<file path="config.mk">
export PLATFORM = sky130hd
export DESIGN_NAME = fwd_hazard_unit_flat
export DESIGN_NICKNAME = d
export VERILOG_FILES = /design/src/rtl/fwd_hazard_if.sv /design/src/rtl/fwd_hazard_unit.sv /design/src/flat_wrapper.sv
export SDC_FILE = /design/constraint.sdc
export NUM_CORES = 1
export LEC_CHECK = 0
export ABC_CLOCK_PERIOD_IN_PS = 1750
export CORE_UTILIZATION = 32
export CTS_CLUSTER_DIAMETER = 40
export DETAILED_ROUTE_END_ITERATION = 6
export GPL_TIMING_DRIVEN = 0
export PLACE_DENSITY = 0.74
export SLEW_MARGIN = 20
export SYNTH_ARGS = -nofsm -noshare
export SYNTH_HDL_FRONTEND = slang
export SYNTH_SLANG_ARGS = --single-unit
</file>
<file path="constraint.sdc">
create_clock -name clk -period 1.75 [get_ports clk]
set_clock_uncertainty 0.05 [all_clocks]
set_input_delay 0.525 -clock clk [delete_from_list [all_inputs] [get_ports clk]]
set_output_delay 0.525 -clock clk [all_outputs]
set_load 0.01 [all_outputs]
</file>
<file path="src/rtl/fwd_hazard_if.sv">
// Bus between the ID stage and the forwarding/hazard unit.
// It carries the ID instruction fields in, and the operand selects, stall and statistics out.
interface fwd_hazard_if #(
    parameter int REG_AW = 3,
    parameter int STAT_W = 16
);
    logic              id_valid;
    logic [REG_AW-1:0] id_rs;
    logic [REG_AW-1:0] id_rt;
    logic [REG_AW-1:0] id_dest;
    logic              id_regwrite;
    logic              id_memread;
    logic [1:0]        fwd_a;
    logic [1:0]        fwd_b;
    logic              stall;
    logic              bubble;
    logic [STAT_W-1:0] stat_stalls;
    logic [STAT_W-1:0] stat_fwds;

    modport master (
        output id_valid, id_rs, id_rt, id_dest, id_regwrite, id_memread,
        input  fwd_a, fwd_b, stall, bubble, stat_stalls, stat_fwds
    );

    modport slave (
        input  id_valid, id_rs, id_rt, id_dest, id_regwrite, id_memread,
        output fwd_a, fwd_b, stall, bubble, stat_stalls, stat_fwds
    );
endinterface

</file>
<file path="src/rtl/fwd_hazard_unit.sv">
// Forwarding select and load-use stall controller for the 16-bit MIPS pipeline.
// Optional saturating stall/forward counters are built when FWD_STATS_EN is defined.
module fwd_hazard_unit #(
    parameter int REG_AW = 3,
    parameter int STAT_W = 16
) (
    input  logic       clk,
    input  logic       rst,
    fwd_hazard_if.slave bus
);
    typedef enum logic {RUN, STALL} state_t;

    state_t            state;
    state_t            state_nxt;
    logic              hazard;
    logic              stall;
    logic              load_ex;
    logic [1:0]        fwd_a_nxt;
    logic [1:0]        fwd_b_nxt;

    logic [REG_AW-1:0] ex_dest_p1;
    logic              ex_regwrite_p1;
    logic              ex_memread_p1;
    logic [1:0]        fwd_a_p1;
    logic [1:0]        fwd_b_p1;
    logic [REG_AW-1:0] mem_dest_p2;
    logic              mem_regwrite_p2;

    // EX is the newer producer, so it takes priority over MEM; r0 is never forwarded.
    function automatic logic [1:0] fwd_sel(
        input logic [REG_AW-1:0] src,
        input logic [REG_AW-1:0] ex_d,
        input logic              ex_w,
        input logic [REG_AW-1:0] mem_d,
        input logic              mem_w
    );
        if (src == '0)
            return 2'b00;
        else if (ex_w && (ex_d == src))
            return 2'b10;
        else if (mem_w && (mem_d == src))
            return 2'b01;
        else
            return 2'b00;
    endfunction

    always_comb begin
        hazard = bus.id_valid && ex_memread_p1 && (ex_dest_p1 != '0) &&
                 ((ex_dest_p1 == bus.id_rs) || (ex_dest_p1 == bus.id_rt));
    end

    always_comb begin
        state_nxt = state;
        stall     = 1'b0;
        case (state)
            RUN: begin
                stall = hazard;
                if (hazard)
                    state_nxt = STALL;
            end
            STALL: begin
                state_nxt = RUN;
            end
            default: begin
                state_nxt = RUN;
            end
        endcase
    end

    always_comb begin
        load_ex   = bus.id_valid && !stall;
        fwd_a_nxt = fwd_sel(bus.id_rs, ex_dest_p1, ex_regwrite_p1, mem_dest_p2, mem_regwrite_p2);
        fwd_b_nxt = fwd_sel(bus.id_rt, ex_dest_p1, ex_regwrite_p1, mem_dest_p2, mem_regwrite_p2);
    end

    always_ff @(posedge clk) begin
        if (rst)
            state <= RUN;
        else
            state <= state_nxt;
    end

    // ID -> EX (p1) and EX -> MEM (p2) control; a bubble clears regwrite/memread and the selects.
    always_ff @(posedge clk) begin
        if (rst) begin
            ex_regwrite_p1  <= 1'b0;
            ex_memread_p1   <= 1'b0;
            fwd_a_p1        <= 2'b00;
            fwd_b_p1        <= 2'b00;
            mem_regwrite_p2 <= 1'b0;
        end else begin
            mem_regwrite_p2 <= ex_regwrite_p1;
            if (load_ex) begin
                ex_regwrite_p1 <= bus.id_regwrite;
                ex_memread_p1  <= bus.id_memread;
                fwd_a_p1       <= fwd_a_nxt;
                fwd_b_p1       <= fwd_b_nxt;
            end else begin
                ex_regwrite_p1 <= 1'b0;
                ex_memread_p1  <= 1'b0;
                fwd_a_p1       <= 2'b00;
                fwd_b_p1       <= 2'b00;
            end
        end
    end

    // Destination indices are only meaningful alongside regwrite, so they carry no reset.
    always_ff @(posedge clk) begin
        mem_dest_p2 <= ex_dest_p1;
        if (load_ex)
            ex_dest_p1 <= bus.id_dest;
    end

    assign bus.fwd_a  = fwd_a_p1;
    assign bus.fwd_b  = fwd_b_p1;
    assign bus.stall  = stall;
    assign bus.bubble = stall;

`ifdef FWD_STATS_EN
    logic [STAT_W-1:0] stalls_cnt;
    logic [STAT_W-1:0] fwds_cnt;

    function automatic logic [STAT_W-1:0] sat_inc(input logic [STAT_W-1:0] v);
        if (v == '1)
            return v;
        else
            return v + 1'b1;
    endfunction

    always_ff @(posedge clk) begin
        if (rst) begin
            stalls_cnt <= '0;
            fwds_cnt   <= '0;
        end else begin
            if (stall)
                stalls_cnt <= sat_inc(stalls_cnt);
            if (load_ex && ((fwd_a_nxt != 2'b00) || (fwd_b_nxt != 2'b00)))
                fwds_cnt <= sat_inc(fwds_cnt);
        end
    end

    assign bus.stat_stalls = stalls_cnt;
    assign bus.stat_fwds   = fwds_cnt;
`else
    assign bus.stat_stalls = '0;
    assign bus.stat_fwds   = '0;
`endif
endmodule

</file>
<file path="src/flat_wrapper.sv">
// flat-port wrapper written by rule: the top's interface ports become plain ports
module fwd_hazard_unit_flat 
#(
    parameter int REG_AW = 3,
    parameter int STAT_W = 16
)
  (clk, rst, bus_id_valid, bus_id_rs, bus_id_rt, bus_id_dest, bus_id_regwrite, bus_id_memread, bus_fwd_a, bus_fwd_b, bus_stall, bus_bubble, bus_stat_stalls, bus_stat_fwds);
  fwd_hazard_if #(.REG_AW(REG_AW), .STAT_W(STAT_W)) bus_i ();
  input  logic clk;
  input  logic rst;
  input wire logic [$bits(bus_i.id_valid)-1:0] bus_id_valid;
  input wire logic [$bits(bus_i.id_rs)-1:0] bus_id_rs;
  input wire logic [$bits(bus_i.id_rt)-1:0] bus_id_rt;
  input wire logic [$bits(bus_i.id_dest)-1:0] bus_id_dest;
  input wire logic [$bits(bus_i.id_regwrite)-1:0] bus_id_regwrite;
  input wire logic [$bits(bus_i.id_memread)-1:0] bus_id_memread;
  output wire logic [$bits(bus_i.fwd_a)-1:0] bus_fwd_a;
  output wire logic [$bits(bus_i.fwd_b)-1:0] bus_fwd_b;
  output wire logic [$bits(bus_i.stall)-1:0] bus_stall;
  output wire logic [$bits(bus_i.bubble)-1:0] bus_bubble;
  output wire logic [$bits(bus_i.stat_stalls)-1:0] bus_stat_stalls;
  output wire logic [$bits(bus_i.stat_fwds)-1:0] bus_stat_fwds;
  assign bus_i.id_valid = bus_id_valid;
  assign bus_i.id_rs = bus_id_rs;
  assign bus_i.id_rt = bus_id_rt;
  assign bus_i.id_dest = bus_id_dest;
  assign bus_i.id_regwrite = bus_id_regwrite;
  assign bus_i.id_memread = bus_id_memread;
  assign bus_fwd_a = bus_i.fwd_a;
  assign bus_fwd_b = bus_i.fwd_b;
  assign bus_stall = bus_i.stall;
  assign bus_bubble = bus_i.bubble;
  assign bus_stat_stalls = bus_i.stat_stalls;
  assign bus_stat_fwds = bus_i.stat_fwds;
  fwd_hazard_unit #(.REG_AW(REG_AW), .STAT_W(STAT_W)) u_core (.clk(clk), .rst(rst), .bus(bus_i));
endmodule
</file>
Yosys cells after proc, flatten, opt, wreduce, memory -nomap -nowiden:

Index checks and enable logic that the tools add are counted.

* bits in registers: 14
* bits of input ports: 14
* output and inout port bits: 38

* equality and inequality tests: 4
* reduce and logical (&&, ||, !) cells: 18
* mux-type cells: 7
* bitwise logic cells: 2

Operator list (number)
* 3-bit equality test: 4
* 1-bit logical AND: 8
* 4-bit OR reduction: 2
* 3-bit logical NOT: 2
* 3-bit OR reduction: 2
* 1-bit 2-to-1 mux: 4
* 2-bit 2-to-1 mux: 2
* 3-bit nonzero test: 1
* 1-bit NOT: 2
* 1-bit case mux with 2 select lines: 1
* 2-bit OR reduction: 1
* 1-bit logical NOT: 1
* 1-bit logical OR: 1

Depth between registers and ports, before layout:

* depth in word-level cells: 8
* depth in mapped cells: 5
* mapped depth without buffers: 4

Least setup slack after synthesis:

Ideal clock, no wire load.

* kind: input port to output port
* from: in bus_id_valid
* to: out bus_stall
* cell stages on the path: 5
* path slack: -139 ps
* buffers on the path: 1
* arrival time: 1314 ps
* path through: nand2_1 -> or3_4 -> a21o_1 -> inv_1 -> buf_4

* cells in the longest elaborated chain, start to end: 4

Ends and longest elaborated chain
* start, declared: RTL line flat_wrapper.sv:11 `input wire logic [$bits(bus_i.id_valid)-1:0] bus_id_valid;`
* 1-bit logical AND (3 in series): RTL line fwd_hazard_unit.sv:48 `hazard = bus.id_valid && ex_memread_p1 && (ex_dest_p1 != '0) &&`
* 1-bit 2-to-1 mux: RTL line fwd_hazard_unit.sv:55 `case (state)`
* end, declared: RTL line flat_wrapper.sv:19 `output wire logic [$bits(bus_i.stall)-1:0] bus_stall;`

No other way between the ends.

Worst setup path in the final report:

* from: in bus_id_rt[2]
* to: out bus_stall

* cells in the longest elaborated chain, start to end: 4

Ends and longest elaborated chain
* start, declared: RTL line flat_wrapper.sv:13 `input wire logic [$bits(bus_i.id_rt)-1:0] bus_id_rt;`
* 3-bit equality test: RTL line fwd_hazard_unit.sv:49 `((ex_dest_p1 == bus.id_rs) || (ex_dest_p1 == bus.id_rt));`
* 1-bit logical OR: RTL line fwd_hazard_unit.sv:49
* 1-bit logical AND: RTL line fwd_hazard_unit.sv:48
* 1-bit 2-to-1 mux: RTL line fwd_hazard_unit.sv:55

No other way between the ends.

==> results.tsv <==
stage	metric	value	unit
placed_design	gp_congestion	0.778	
synth	yosysMostFrequentCell	buf_4	
clocking	clock_path_buffers	2	
synth	synthCells	91	
sta	setup_slack	-0.398	ns
power	p_clk_share	30.0	%
clocking	clock_sink_count	14	
global_routing	grt-ovfl-total	0	
synth	synth_enable_flop_cells	3	
sta	finalSetupViolations	2	
global_routing	grt_use_total	11.2	%
floorplanning	initial_utilization	33.6	%
setup_path	worst-setup-path-type	in2out	
synth	synthArstFlopShare	0	%
power	p_comb_share	23.5	%
power	power.leakage	0.625	nW
synth	ys_ff_latch	14	
power	intPower	568	uW
final_layout	drive_gt1_share	32.5	%
route	final_antenna_net_count	0	
clocking	insertion_delay	0.28	ns
floorplanning	die_height	52.8	um
clocking	cts_max_level	1	
synth	synth.top_cells.by_area	buf_4 (30%), dfxtp_1 (27%), edfxtp_1 (11%), xnor2_1 (9.6%), nor3_1 (3.0%)	
power	p_per_area	605	nW/um2
global_routing	grt_max_degree	9	
power	p_total	754	uW
sta	hold_viol_final	0	
route	via_per_inst	3.73	
final_layout	nNetsFinal	166	
placed_design	hpwl	1160	um
route	first_iter_violations	18	
final_layout	filler_cell_count	233	
setup_path	r2r_slack	0.21	ns
floorplanning	placement_rows	18	
status	violations	setup timing	
floorplanning	io_pins	52	
sta	worst_hold_slack	0.412	ns
synth	synth_top_area_cell	buf_4	
floorplanning	die_w	52.8	um
status	run_status	finished with violations	
clocking	root_buffer	clkbuf_4	
synth	ys_seq_area_share	37.6	%
sta	finalMaxSlewViolations	0	
setup_path	slowest_delay	0.29	ns
sta	rsz0062_at_grt	true	
final_layout	area_growth	51.1	%
clocking	cts_hold_buf	0	
synth	yosysTopAreaCellShare	30.0	%
final_layout	final_cell_area	1250	um2
global_routing	grt_pass1_vias	569	
synth	yosysUniqueCellTypes	21	
setup_path	cp_cell_sequence	dlygate4sd2_1 > xnor2_1 > nand3_1 > a21o_1 > inv_2 > buf_6 > buf_6	
setup_path	crit_fanout	4	
job	max_cap_viol_count	0	
route	wl	1360	um
worst_hold_path	worstHoldPathType	reg2reg	
global_routing	antenna_found_initial	0	
setup_path	endpoint_kind	primary output	
setup_path	worstPathRequired	1.17	ns
power	pwr-share-seq	46.5	%
floorplanning	core	2450	um2
synth	synth_area	825	um2
sta	layout_min_cycle_time	2.15	ns
placed_design	portBuffers	19	
setup_path	startpoint_type	input pin	
power	p_sw	186	uW
setup_path	cpMostUsedCell	buf_6	
route	wl_per_cell	7.54	um
synth	yosysWarnings	0	
clocking	clkTransAtPathRegs	0.08	ns
setup_path	arrival	1.57	ns
route	dr_total_vias	675	
clocking	cts_tree	yes	
final_layout	antenna_cells	0	
route	first_pass_iters	4	
global_routing	grt_pass1_wl	2170	um
placed_design	dpl_cell_area	1170	um2
synth	ys.flop_type	dfxtp_1	
synth	synth_common_cells	buf_4 (33), dfxtp_1 (11), xnor2_1 (9)	
power	swShare	24.7	%
sta	fmax	465	MHz
route	drc	0	
power	peakVddDrop	0.412	mV
setup_path	cp_slowest_cell	dlygate4sd2_1	
floorplanning	fp.dieArea	2780	um2
sta	fin_crit_sh	123	%
synth	synth.avg_cell_area	9.06	um2
clocking	numCtsBuffers	3	
[cell families after synthesis]
family / after synthesis / synth area share (%)
compound gates: 8 / 6.07
xor+xnor: 10 / 10.6
flops: 14 / 37.6
simple gates: 23 / 14.3
other cells: 1 / 0.455
buf+inv: 35 / 31.0
[power groups by stage]
stage / combinational [mW] / sequential (mW) / clock [mW]
finish: 0.177 / 0.350 / 0.226
global route: 0.198 / 0.352 / 0.254
global placement: 0.165 / 0.357 / 0
CTS: 0.171 / 0.350 / 0.233
floorplan: 0.122 / 0.356 / 0
detailed placement: 0.168 / 0.358 / 0
[worst paths after layout]
path | start | to | cells past startpoint
worst max register to register | u_core.ex_dest_p1[2]$_DFFE_PP_ | u_core.bus.fwd_b[0]$_SDFF_PP0_ | 7
worst max-delay path | bus_id_rt[2] | bus_stall | 7
worst min-delay path | u_core.mem_regwrite_p2$_SDFF_PP0_ | u_core.bus.fwd_b[0]$_SDFF_PP0_ | 2
worst min register to register | u_core.mem_regwrite_p2$_SDFF_PP0_ | u_core.bus.fwd_b[0]$_SDFF_PP0_ | 2
[registers in the layout, indices dropped and copies added (netlist names)]
name	count
u_core.bus.fwd_a	2
u_core.bus.fwd_b	2
u_core.ex_dest_p1	3
u_core.ex_memread_p1	1
u_core.ex_regwrite_p1	1
u_core.mem_dest_p2	3
u_core.mem_regwrite_p2	1
u_core.state	1
[stage by stage]
| step | utilization [%] | std cells | setup slack, ns | TNS, ns |
|---|---|---|---|---|
| 6_report | 50.8 | 181 | -0.398 | -0.748 |
| 5_1_grt | 50.8 | 181 | -0.495 | -0.939 |
| 4_1_cts | 49.9 | 178 | -0.464 | -0.878 |
| 3_5_place_dp | 47.8 | 171 | -1.17 | -4.53 |
| 3_3_place_gp | 47.8 | 171 | -1.14 | -4.30 |
| 2_1_floorplan | - | 122 | -0.0936 | -0.0936 |
[final cells by class]
type / count / area, um2 / area share [%]
Tap cell: 30 / 37.5 / 3.01
Timing Repair Buffer: 25 / 223 / 17.9
Sequential cell: 14 / 310 / 24.9
Clock buffer: 4 / 36.3 / 2.91
Inverter: 2 / 7.51 / 0.602
Buffer: 33 / 251 / 20.2
Multi-Input combinational cell: 73 / 380 / 30.5
[critical path, delay by kind of cell]
family | cells | cell delay, ns
xor+xnor | 1 | 0.19
compound gates | 1 | 0.21
simple gates | 1 | 0.12
buf+inv | 4 | 0.53
[placed cells by master, fill, tap and decap left out, types with 2 or more instances in the layout]
master           Yosys  final
dfxtp_1             11     11
nand3_1              4      4
xnor2_1              9      9
edfxtp_1             3      3
o21ai_0              4      4
buf_4               33     37
clkbuf_4             0      3
nand2_1              4      4
nor3_1               5      4
dlygate4sd2_1        0      6
conb_1               1     32
buf_6                0      3
nor2_1               4      4
and3_1               2      2
clkdlybuf4s50_1      0     10
[layer usage]
layer  vias up  track usage (%)  routed length, um
met1       274             10.2                519
met5         -                0                  0
li1        355                -                  -
met4         0             6.58                 24
met2        42             21.1                692
met3         4             3.77                128
[what timing repair did]
item / 4_1_cts / 5_1_grt
setup endpoints to repair: 5 / 2
buffers inserted: 3 / 3
resized for setup: 18 / 2
pin swaps: 3 / 4
(Power assumes the default switching activity.)
